**src/rtl/cpu_run_ctrl_pkg.sv**
```systemverilog
// cpu_run_ctrl_pkg: shared typedefs and constants for the CPU run controller.
//   run_state_e  : controller FSM states
//   PH_W         : width of the CPU phase counter
//   PH_ALU_LATCH : phase count at which the ALU latch enable drops
package cpu_run_ctrl_pkg;

    typedef enum logic [1:0] {
        ST_IDLE  = 2'd0,
        ST_RESET = 2'd1,
        ST_RUN   = 2'd2,
        ST_DONE  = 2'd3
    } run_state_e;

    localparam int          PH_W         = 4;
    localparam logic [3:0]  PH_ALU_LATCH = 4'hC;

endpackage

```
**src/rtl/cpu_run_ctrl_if.sv**
```systemverilog
// cpu_run_ctrl_if: program-load handshake plus the CPU memory write port.
//   ld_valid/ld_ready/ld_addr/ld_data : load beats from the host
//   mem_we/mem_addr/mem_wdata         : write port into CPU program memory
//   master : host side (drives load beats, observes the write port)
//   slave  : controller side
interface cpu_run_ctrl_if #(
    parameter int ADDR_W = 5,
    parameter int DATA_W = 8
) ();
    logic              ld_valid;
    logic              ld_ready;
    logic [ADDR_W-1:0] ld_addr;
    logic [DATA_W-1:0] ld_data;
    logic              mem_we;
    logic [ADDR_W-1:0] mem_addr;
    logic [DATA_W-1:0] mem_wdata;

    modport master (
        output ld_valid, ld_addr, ld_data,
        input  ld_ready, mem_we, mem_addr, mem_wdata
    );

    modport slave (
        input  ld_valid, ld_addr, ld_data,
        output ld_ready, mem_we, mem_addr, mem_wdata
    );
endinterface

```
**src/rtl/cpu_run_ctrl_phase_gen.sv**
```systemverilog
// cpu_phase_gen: 4-bit CPU phase counter and phase-enable decode.
//   clk, rst : clock, async active-high reset
//   en       : advance the counter this clock
//   clr      : synchronously clear the counter (wins over en)
//   ph_*     : phase enables decoded from the count
//   cyc_tick : this clock's advance makes cnt[1] rise, i.e. one CPU cycle
module cpu_phase_gen
    import cpu_run_ctrl_pkg::*;
(
    input  logic clk,
    input  logic rst,
    input  logic en,
    input  logic clr,
    output logic ph_cntrl,
    output logic ph_clk,
    output logic ph_fetch,
    output logic ph_alu,
    output logic cyc_tick
);
    logic [PH_W-1:0] cnt;

    always_ff @(posedge clk or posedge rst) begin
        if (rst)      cnt <= '0;
        else if (clr) cnt <= '0;
        else if (en)  cnt <= cnt + PH_W'(1);
    end

    assign ph_cntrl = ~cnt[0];
    assign ph_clk   = cnt[1];
    assign ph_fetch = ~cnt[3];
    assign ph_alu   = (cnt != PH_ALU_LATCH);
    // cnt[1] goes 0->1 exactly when an increment leaves cnt[1:0]==2'b01
    assign cyc_tick = en && (cnt[1:0] == 2'b01);
endmodule

```
**src/rtl/cpu_run_ctrl.sv**
```systemverilog
// cpu_run_ctrl: loads a program into CPU memory, holds the CPU in reset,
// runs it with generated phase enables and reports halt/timeout status.
//   clk, rst              : clock, async active-high reset
//   bus (slave)           : load handshake and memory write port
//   start, abort          : run request / forced return to IDLE
//   max_cycles, exp_pc    : timeout in CPU cycles, expected halt PC
//   cpu_rst_n, ph_*       : CPU reset and phase enables
//   cpu_halt, cpu_pc      : CPU status inputs
//   busy, done, pass, timeout, final_pc, cycles_used : run status
module cpu_run_ctrl
    import cpu_run_ctrl_pkg::*;
#(
    parameter int ADDR_W  = 5,
    parameter int DATA_W  = 8,
    parameter int CYC_W   = 16,
    parameter int RST_CYC = 5
) (
    input  logic              clk,
    input  logic              rst,
    cpu_run_ctrl_if.slave     bus,
    input  logic              start,
    input  logic              abort,
    input  logic [CYC_W-1:0]  max_cycles,
    input  logic [ADDR_W-1:0] exp_pc,
    output logic              cpu_rst_n,
    output logic              ph_cntrl,
    output logic              ph_clk,
    output logic              ph_fetch,
    output logic              ph_alu,
    input  logic              cpu_halt,
    input  logic [ADDR_W-1:0] cpu_pc,
    output logic              busy,
    output logic              done,
    output logic              pass,
    output logic              timeout,
    output logic [ADDR_W-1:0] final_pc,
    output logic [CYC_W-1:0]  cycles_used
);
    localparam int RC_W = $clog2(RST_CYC + 1);

    run_state_e      state, nxt;
    logic [RC_W-1:0] rst_cnt;
    logic            ld_fire, tmo_hit, run_stay, ph_clr, cyc_tick;

    assign bus.ld_ready = (state == ST_IDLE) || (state == ST_DONE);
    assign ld_fire      = bus.ld_valid && bus.ld_ready;
    assign busy         = (state == ST_RESET) || (state == ST_RUN);
    assign done         = (state == ST_DONE);
    assign cpu_rst_n    = (state == ST_RUN) || (state == ST_DONE);
    assign tmo_hit      = (cycles_used == max_cycles);

    always_ff @(posedge clk or posedge rst) begin
        if (rst) state <= ST_IDLE;
        else     state <= nxt;
    end

    always_comb begin
        nxt = state;
        if (abort) nxt = ST_IDLE;
        else begin
            case (state)
                ST_IDLE, ST_DONE: if (start) nxt = ST_RESET;
                ST_RESET: if (rst_cnt == RC_W'(RST_CYC - 1)) nxt = ST_RUN;
                ST_RUN:   if (cpu_halt || tmo_hit) nxt = ST_DONE;
                default:  nxt = ST_IDLE;
            endcase
        end
    end

    // Phase counter and cycle count advance only on clocks that stay in RUN,
    // so both freeze together on the clock that enters DONE.
    assign run_stay = (state == ST_RUN) && (nxt == ST_RUN);
    assign ph_clr   = (nxt == ST_IDLE) || (nxt == ST_RESET);

    cpu_phase_gen u_phase (
        .clk      (clk),
        .rst      (rst),
        .en       (run_stay),
        .clr      (ph_clr),
        .ph_cntrl (ph_cntrl),
        .ph_clk   (ph_clk),
        .ph_fetch (ph_fetch),
        .ph_alu   (ph_alu),
        .cyc_tick (cyc_tick)
    );

    always_ff @(posedge clk or posedge rst) begin
        if (rst)                    rst_cnt <= '0;
        else if (state != ST_RESET) rst_cnt <= '0;
        else                        rst_cnt <= rst_cnt + RC_W'(1);
    end

    // Load beats land on the write port one clock later; abort drops the beat.
    always_ff @(posedge clk or posedge rst) begin
        if (rst) begin
            bus.mem_we    <= 1'b0;
            bus.mem_addr  <= '0;
            bus.mem_wdata <= '0;
        end else begin
            bus.mem_we <= ld_fire && !abort;
            if (ld_fire) begin
                bus.mem_addr  <= bus.ld_addr;
                bus.mem_wdata <= bus.ld_data;
            end
        end
    end

    always_ff @(posedge clk or posedge rst) begin
        if (rst) begin
            pass        <= 1'b0;
            timeout     <= 1'b0;
            final_pc    <= '0;
            cycles_used <= '0;
        end else if (abort) begin
            // status holds; only busy/done drop via the state change
        end else if (bus.ld_ready && start) begin
            pass        <= 1'b0;
            timeout     <= 1'b0;
            cycles_used <= '0;
        end else if (state == ST_RUN) begin
            if (cpu_halt) begin
                final_pc <= cpu_pc;
                pass     <= (cpu_pc == exp_pc);
                timeout  <= 1'b0;
            end else if (tmo_hit) begin
                final_pc <= cpu_pc;
                pass     <= 1'b0;
                timeout  <= 1'b1;
            end else if (cyc_tick && (cycles_used != '1)) begin
                cycles_used <= cycles_used + CYC_W'(1);
            end
        end
    end
endmodule
```
**src/flat_wrapper.sv**
```systemverilog
// flat-port wrapper written by rule: the top's interface ports become plain ports
module cpu_run_ctrl_flat import cpu_run_ctrl_pkg::*;
#(
    parameter int ADDR_W  = 5,
    parameter int DATA_W  = 8,
    parameter int CYC_W   = 16,
    parameter int RST_CYC = 5
)
  (clk, rst, start, abort, max_cycles, exp_pc, cpu_rst_n, ph_cntrl, ph_clk, ph_fetch, ph_alu, cpu_halt, cpu_pc, busy, done, pass, timeout, final_pc, cycles_used, bus_ld_valid, bus_ld_addr, bus_ld_data, bus_ld_ready, bus_mem_we, bus_mem_addr, bus_mem_wdata);
  cpu_run_ctrl_if #(.ADDR_W(ADDR_W), .DATA_W(DATA_W)) bus_i ();
  input  logic clk;
  input  logic rst;
  input  logic start;
  input  logic abort;
  input  logic [CYC_W-1:0] max_cycles;
  input  logic [ADDR_W-1:0] exp_pc;
  output logic cpu_rst_n;
  output logic ph_cntrl;
  output logic ph_clk;
  output logic ph_fetch;
  output logic ph_alu;
  input  logic cpu_halt;
  input  logic [ADDR_W-1:0] cpu_pc;
  output logic busy;
  output logic done;
  output logic pass;
  output logic timeout;
  output logic [ADDR_W-1:0] final_pc;
  output logic [CYC_W-1:0] cycles_used;
  input wire logic [$bits(bus_i.ld_valid)-1:0] bus_ld_valid;
  input wire logic [$bits(bus_i.ld_addr)-1:0] bus_ld_addr;
  input wire logic [$bits(bus_i.ld_data)-1:0] bus_ld_data;
  output wire logic [$bits(bus_i.ld_ready)-1:0] bus_ld_ready;
  output wire logic [$bits(bus_i.mem_we)-1:0] bus_mem_we;
  output wire logic [$bits(bus_i.mem_addr)-1:0] bus_mem_addr;
  output wire logic [$bits(bus_i.mem_wdata)-1:0] bus_mem_wdata;
  assign bus_i.ld_valid = bus_ld_valid;
  assign bus_i.ld_addr = bus_ld_addr;
  assign bus_i.ld_data = bus_ld_data;
  assign bus_ld_ready = bus_i.ld_ready;
  assign bus_mem_we = bus_i.mem_we;
  assign bus_mem_addr = bus_i.mem_addr;
  assign bus_mem_wdata = bus_i.mem_wdata;
  cpu_run_ctrl #(.ADDR_W(ADDR_W), .DATA_W(DATA_W), .CYC_W(CYC_W), .RST_CYC(RST_CYC)) u_core (.clk(clk), .rst(rst), .bus(bus_i), .start(start), .abort(abort), .max_cycles(max_cycles), .exp_pc(exp_pc), .cpu_rst_n(cpu_rst_n), .ph_cntrl(ph_cntrl), .ph_clk(ph_clk), .ph_fetch(ph_fetch), .ph_alu(ph_alu), .cpu_halt(cpu_halt), .cpu_pc(cpu_pc), .busy(busy), .done(done), .pass(pass), .timeout(timeout), .final_pc(final_pc), .cycles_used(cycles_used));
endmodule
```
**config.mk**
```make
export PLATFORM = sky130hd
export DESIGN_NAME = cpu_run_ctrl_flat
export DESIGN_NICKNAME = d
export VERILOG_FILES = /design/src/rtl/cpu_run_ctrl_pkg.sv /design/src/rtl/cpu_run_ctrl_if.sv /design/src/rtl/cpu_run_ctrl_phase_gen.sv /design/src/rtl/cpu_run_ctrl.sv /design/src/flat_wrapper.sv
export SDC_FILE = /design/constraint.sdc
export NUM_CORES = 1
export LEC_CHECK = 0
export BUFFER_PORTS_ARGS = -buffer_cell sky130_fd_sc_hd__clkbuf_2
export CORE_MARGIN = 3
export CORE_UTILIZATION = 54
export DETAILED_ROUTE_END_ITERATION = 8
export PLACE_DENSITY_LB_ADDON = 0.05
export SLEW_MARGIN = 20
export SYNTH_ARGS = -nofsm -noshare
export SYNTH_HDL_FRONTEND = slang
export SYNTH_SLANG_ARGS = --single-unit
```
**constraint.sdc**
```tcl
create_clock -name clk -period 4.9 [get_ports clk]
set_clock_uncertainty 0.2 [all_clocks]
set_input_delay 0.49 -clock clk [delete_from_list [all_inputs] [get_ports clk]]
set_output_delay 0.49 -clock clk [all_outputs]
set_load 0.05 [all_outputs]
```
==> results of run 1 <==
## critical path, stage by stage, from the launching register on
cell and delay (ns):
dfrtp_1 0.42, inv_1 0.12, ha_1 0.42, a21oi_1 0.27
nand3_1 0.10, nor2_1 0.21, nand3_2 0.29, or4_1 0.55
nand3_1 0.10
## cells by family (layout without fill, tap and decap cells)
group,Yosys count,count (layout),synth area share
AND/OR/NAND/NOR,99,99,0.2100
flip-flops,46,46,0.4410
AO/OA/AOI/OAI,31,31,0.08965
multiplexers,24,24,0.1012
XOR/XNOR,23,23,0.07718
buffers and inverters,22,113,0.03307
adder cells (fa/ha/maj),10,10,0.04794
## flip-flops by register name, summed over array words and instances, names as in the netlist
signal,flops
u_core.timeout,1
u_core.u_phase.cnt,4
u_core.bus.mem_we,1
u_core.state,2
u_core.pass,1
u_core.bus.mem_addr,5
u_core.rst_cnt,3
u_core.bus.mem_wdata,8
u_core.cycles_used,16
u_core.final_pc,5
## layout by cell type, fill, tap and decap left out, types with 5 or more instances in the layout
| cell | instances |
|---|---|
| dfrtp_1 | 46 |
| mux2i_1 | 5 |
| mux2_2 | 19 |
| clkbuf_8 | 5 |
| nand4_1 | 8 |
| nor2_1 | 9 |
| nand3_1 | 23 |
| ha_1 | 10 |
| or4_1 | 5 |
| nor3_1 | 5 |
| nand2_1 | 22 |
| a21oi_1 | 8 |
| o211ai_1 | 6 |
| clkbuf_2 | 89 |
| inv_1 | 14 |
| xor2_1 | 19 |
## metal layers
layer / wire length, um / global-route usage / vias to the layer above / part of all wire
met3: 462 / 0.06728 / 4 / 0.080
met2: 2762 / 0.3432 / 81 / 0.48
met1: 2541 / 0.2709 / 1068 / 0.44
met4: 38 / 0.06408 / 0 / 0.0065
li1: - / - / 1093 / -
met5: 0 / 0 / - / 0
## final cells by class
class,count,area [um2]
multi-input cells,187,1373
fillers,333,1311
flip-flops and latches,46,1151
repair buffers,90,452.9
clock buffers,5,68.82
well taps,52,65.06
inverters,15,56.30
clock inverters,3,26.28
## worst paths after layout
| path | cells after the start | from | end | slack [ns] |
|---|---|---|---|---|
| worst max-delay path | 8 | u_core.state[0]$_DFF_PP0_ | u_core.cycles_used[4]$_DFFE_PP0P_ | 2.16 |
| worst min-delay path | 3 | rst | u_core.bus.mem_wdata[4]$_DFFE_PP0P_ | 0.1 |
| worst max register to register | 8 | u_core.state[0]$_DFF_PP0_ | u_core.cycles_used[4]$_DFFE_PP0P_ | 2.16 |
| worst min register to register | 1 | u_core.rst_cnt[0]$_DFF_PP0_ | u_core.rst_cnt[0]$_DFF_PP0_ | 0.27 |
| max in group asynchronous | 3 | rst | u_core.u_phase.cnt[3]$_DFFE_PP0P_ | 4.00 |
| min in group clk | 2 | bus_ld_data[3] | u_core.bus.mem_wdata[3]$_DFFE_PP0P_ | 0.20 |
## stage by stage
stage	util	instance area, um2	cells	power [mW]	setup slack [ns]
2_1_floorplan	-	2610	255	0.5907	2.118
3_3_place_gp	0.6878	3098	390	0.6503	2.286
3_5_place_dp	0.6878	3098	390	0.6556	2.193
4_1_cts	0.7089	3193	398	0.9041	2.170
5_1_grt	0.7089	3193	398	0.9375	1.931
6_report	0.7089	3193	398	0.8947	2.157
## where the power goes
part / switching [mW] / internal (mW) / total, mW
clock: 0.143 / 0.106 / 0.249
sequential: 0.0144 / 0.406 / 0.420
combinational: 0.159 / 0.0662 / 0.225
total: 0.317 / 0.578 / 0.895
==> results.cfg, run 1 <==
[timing]
finalHoldViolCount = 0
fin_crit_sh = 0.5598
rsz0062_at_grt = no
fmax_mhz = 364.6
drv_slew = 0
setup_violations = 0
relSlewSlack = 0.6071
period_minus_slack_ns = 2.743
tightest_slew_ns = 0.5893
tns_ns = 0
hold_slack_ns = 0.09859

[clocking]
tritoncts = done
path_clk_slew_ns = 0.10
post_cts_buffers = 0
insertion_delay_ns = 0.31
cts_max_level = 2
cts_sinks = 46
clk_path_buf_depth = 2
root_buffer = clkbuf_8
cts_made_buffers = 5
hold_buffers = 0
cts_resized = 0

[floorplanning]
num_rows = 24
ios = 90
initial_core_util = 0.5794
core_area_mm2 = 0.004504
dieArea_mm2 = 0.005703
die_h_um = 75.52
chipWidth_um = 75.52

[critical_path]
path_max_fanout = 16
required_ns = 4.94
critical_path_class = reg2reg
crit_path_end_kind = flop
start_kind = flop
crit_arrival_ns = 2.79

[finish]
antenna_cells = 0
drive_gt1_frac = 0.3671
layout.nets = 400
area_delta_synth_final_pct = 22.34

[global_route]
grt-ovfl-total = 0
grt_pass1_wl_um = 9218
antenna_found_initial = 0
grt_max_degree = 47
grt_pass1_vias = 2038
track_usage = 0.2112

[yosys]
synth_warnings = 0
ys_seq_area_frac = 0.4410
synth.top_cells.by_count = dfrtp_1, nand3_1, nand2_1
async_flop_share = 1.000
yosysTopAreaCellShare = 0.4410
synthCells = 255
ys_seq_elements = 46
synth_edf_count = 0
synth_area_leaders = dfrtp_1, mux2_2, xor2_1
yosys.area.top_type = dfrtp_1
syn_area_mm2 = 0.002610
ys.flop_type = dfrtp_1
syn_area_per_cell_um2 = 10.24
yosysMostFrequentCell = dfrtp_1
synth_nets = 310
synth_cell_types = 43

[status]
status = completed

[pwr]
ir_drop_uv = 291.3
power_density_mw_per_mm2 = 280.2
p_leak_nw = 1.571

[run]
drv_cap = 0

[placed_design]
io_buffers = 89
hpwl_um = 4435
gp_congestion = 0.7824

[route]
avgRoutedWirePerCell_um = 14.59
avgViaCountPerCell = 5.643
drtIter0Drc = 134
wirelength_um = 5805
vias = 2246
drc = 0
dr.pass1.iters = 4
antenna_left = 0

[worst_hold_path]
worstHoldPathType = in2async
Power figures use the tool's default switching activity.
==> run 2: changes to the inputs <==
--- a/config.mk
+++ b/config.mk
@@ -7,7 +7,7 @@
 export LEC_CHECK = 0
 export BUFFER_PORTS_ARGS = -buffer_cell sky130_fd_sc_hd__clkbuf_2
 export CORE_MARGIN = 3
-export CORE_UTILIZATION = 54
+export CORE_UTILIZATION = 45
 export DETAILED_ROUTE_END_ITERATION = 8
 export PLACE_DENSITY_LB_ADDON = 0.05
 export SLEW_MARGIN = 20
==> constraint.sdc (replaced) <==
create_clock -name clk -period 2.5 [get_ports clk]
set_clock_uncertainty 0.2 [all_clocks]
set_input_delay 0.25 -clock clk [delete_from_list [all_inputs] [get_ports clk]]
set_output_delay 0.25 -clock clk [all_outputs]
set_load 0.05 [all_outputs]
==> results.cfg, run 2 (same netlist as run 1, synthesis figures left out) <==
[clocking]
cts_max_level = 2
root_buffer = clkbuf_8
path_clk_slew_ns = 0.09
clk_path_buf_depth = 2
cts_sinks = 46
tritoncts = done
cts_made_buffers = 5
insertion_delay_ns = 0.30

[global_route]
grt_pass1_vias = 2255
antenna_found_initial = 0
grt-ovfl-total = 0
grt_max_degree = 23
grt_pass1_wl_um = 10440
track_usage = 0.2016

[timing]
rsz0062_at_grt = no
drv_slew = 0
fmax_mhz = 417.5
tightest_slew_ns = 0.5909
relSlewSlack = 0.6051
period_minus_slack_ns = 2.395
fin_crit_sh = 0.9582
tns_ns = 0
finalHoldViolCount = 0
setup_violations = 0

[route]
avgViaCountPerCell = 5.130
dr.pass1.iters = 4
avgRoutedWirePerCell_um = 14.16
drc = 0
antenna_left = 0
wirelength_um = 6444
drtIter0Drc = 158
vias = 2334

[floorplanning]
core_area_mm2 = 0.005574
chipWidth_um = 82.16
ios = 90
die_h_um = 82.16
dieArea_mm2 = 0.006749
num_rows = 27
initial_core_util = 0.4682

[critical_path]
required_ns = 2.48
critical_path_class = reg2reg
worstRegToRegCells = 8
regToRegEndpoint = u_core.u_phase.cnt[2]$_DFFE_PP0P_
crit_path_end_kind = flop
r2r_setup_slack_ns = 0.10
start_kind = flop
rr_startpoint = u_core.state[0]$_DFF_PP0_
crit_arrival_ns = 2.37
path_max_fanout = 10

[finish]
drive_gt1_frac = 0.3995
design_area_mm2 = 0.003577
largest_reg_flops = 16
regMostFlops = u_core.cycles_used
area_delta_synth_final_pct = 37.06
layout_commonest_cell = clkbuf_2
antenna_cells = 0
post-route-util = 0.6418
layout_common_cells = clkbuf_2, dfrtp_1, buf_4
layout.nets = 437
largestRegisters = u_core.cycles_used: 16 flops, u_core.bus.mem_wdata: 8 flops
fillers = 490

[pwr]
ir_drop_uv = 376.4
p_leak_nw = 1.754
power_density_mw_per_mm2 = 519.4

[placed_design]
io_buffers = 89
gp_congestion = 0.8030
hpwl_um = 4982
placed_area_mm2 = 0.003296

[worst_hold_path]
holdPathEnd = u_core.final_pc[0]$_DFFE_PP0P_
hp-start = cpu_pc[0]
worstHoldPathType = in2reg
hold_depth = 2

[status]
status = completed

[run]
drv_cap = 0
## run 2: critical path, cell delays in order, from the launching register on
cell and delay, ns:
dfrtp_1 0.40, inv_1 0.15, ha_4 0.26, or3_1 0.39, nand4_1 0.19, nor3_1 0.10, a21oi_4 0.19, nor3b_1 0.07
a311o_1 0.32
## run 2: area by class of cell
cell class,instances,area (um2),area share
multi-input combinational,187,1404,0.3924
inverter,15,56.30,0.01574
tap,72,90.09,0.02518
timing repair buffer,127,765.7,0.2141
clock buffer,6,72.57,0.02029
clock inverter,2,37.54,0.01049
sequential,46,1151,0.3218
## run 2: worst max-delay path by stage
stage	from	end	slack, ns
final	u_core.state[0]$_DFF_PP0_	u_core.u_phase.cnt[2]$_DFFE_PP0P_	0.10
after detailed placement	u_core.state[0]$_DFF_PP0_	u_core.cycles_used[4]$_DFFE_PP0P_	0.005
after global placement	u_core.state[0]$_DFF_PP0_	u_core.cycles_used[4]$_DFFE_PP0P_	0.1
after CTS	u_core.state[0]$_DFF_PP0_	u_core.cycles_used[11]$_DFFE_PP0P_	0.04
after global routing	u_core.cycles_used[8]$_DFFE_PP0P_	u_core.final_pc[0]$_DFFE_PP0P_	0.008
after floorplan	u_core.state[0]$_DFF_PP0_	u_core.cycles_used[11]$_DFFE_PP0P_	0.001
## run 2: layer usage
| layer | wire [um] | share of wire | track usage | vias to the layer above |
|---|---|---|---|---|
| met1 | 2842 | 0.44 | 0.2696 | 1095 |
| met5 | 0 | 0 | 0 | - |
| li1 | - | - | - | 1165 |
| met2 | 3188 | 0.49 | 0.3384 | 70 |
| met3 | 356 | 0.055 | 0.03579 | 4 |
| met4 | 57 | 0.0088 | 0.05150 | 0 |
## run 2: timing repair
item                       CTS  global route
setup buffers                0             2
gates resized for setup      1             2
hold endpoints to repair    59             0
pin swaps                    0             1
hold buffers                14             0
setup endpoints to repair    3            12
## run 2: where the power goes
group | switching [mW] | internal [mW]
clock | 0.259 | 0.299
sequential | 0.0271 | 0.796
combinational | 0.322 | 0.156
total | 0.608 | 1.25
## run 2: metrics by stage
| step | instances | worst slack, ns | total power [mW] | hold slack (ns) |
|---|---|---|---|---|
| CTS | 453 | 0.03783 | 1.870 | 0.004947 |
| floorplan | 255 | 0.001156 | 1.163 | 0.1641 |
| detailed placement | 431 | 0.005136 | 1.296 | -0.06996 |
| finish | 455 | 0.1046 | 1.858 | 0.005881 |
| global route | 455 | 0.008418 | 1.937 | 0.003811 |
| global placement | 431 | 0.09908 | 1.287 | -0.06860 |
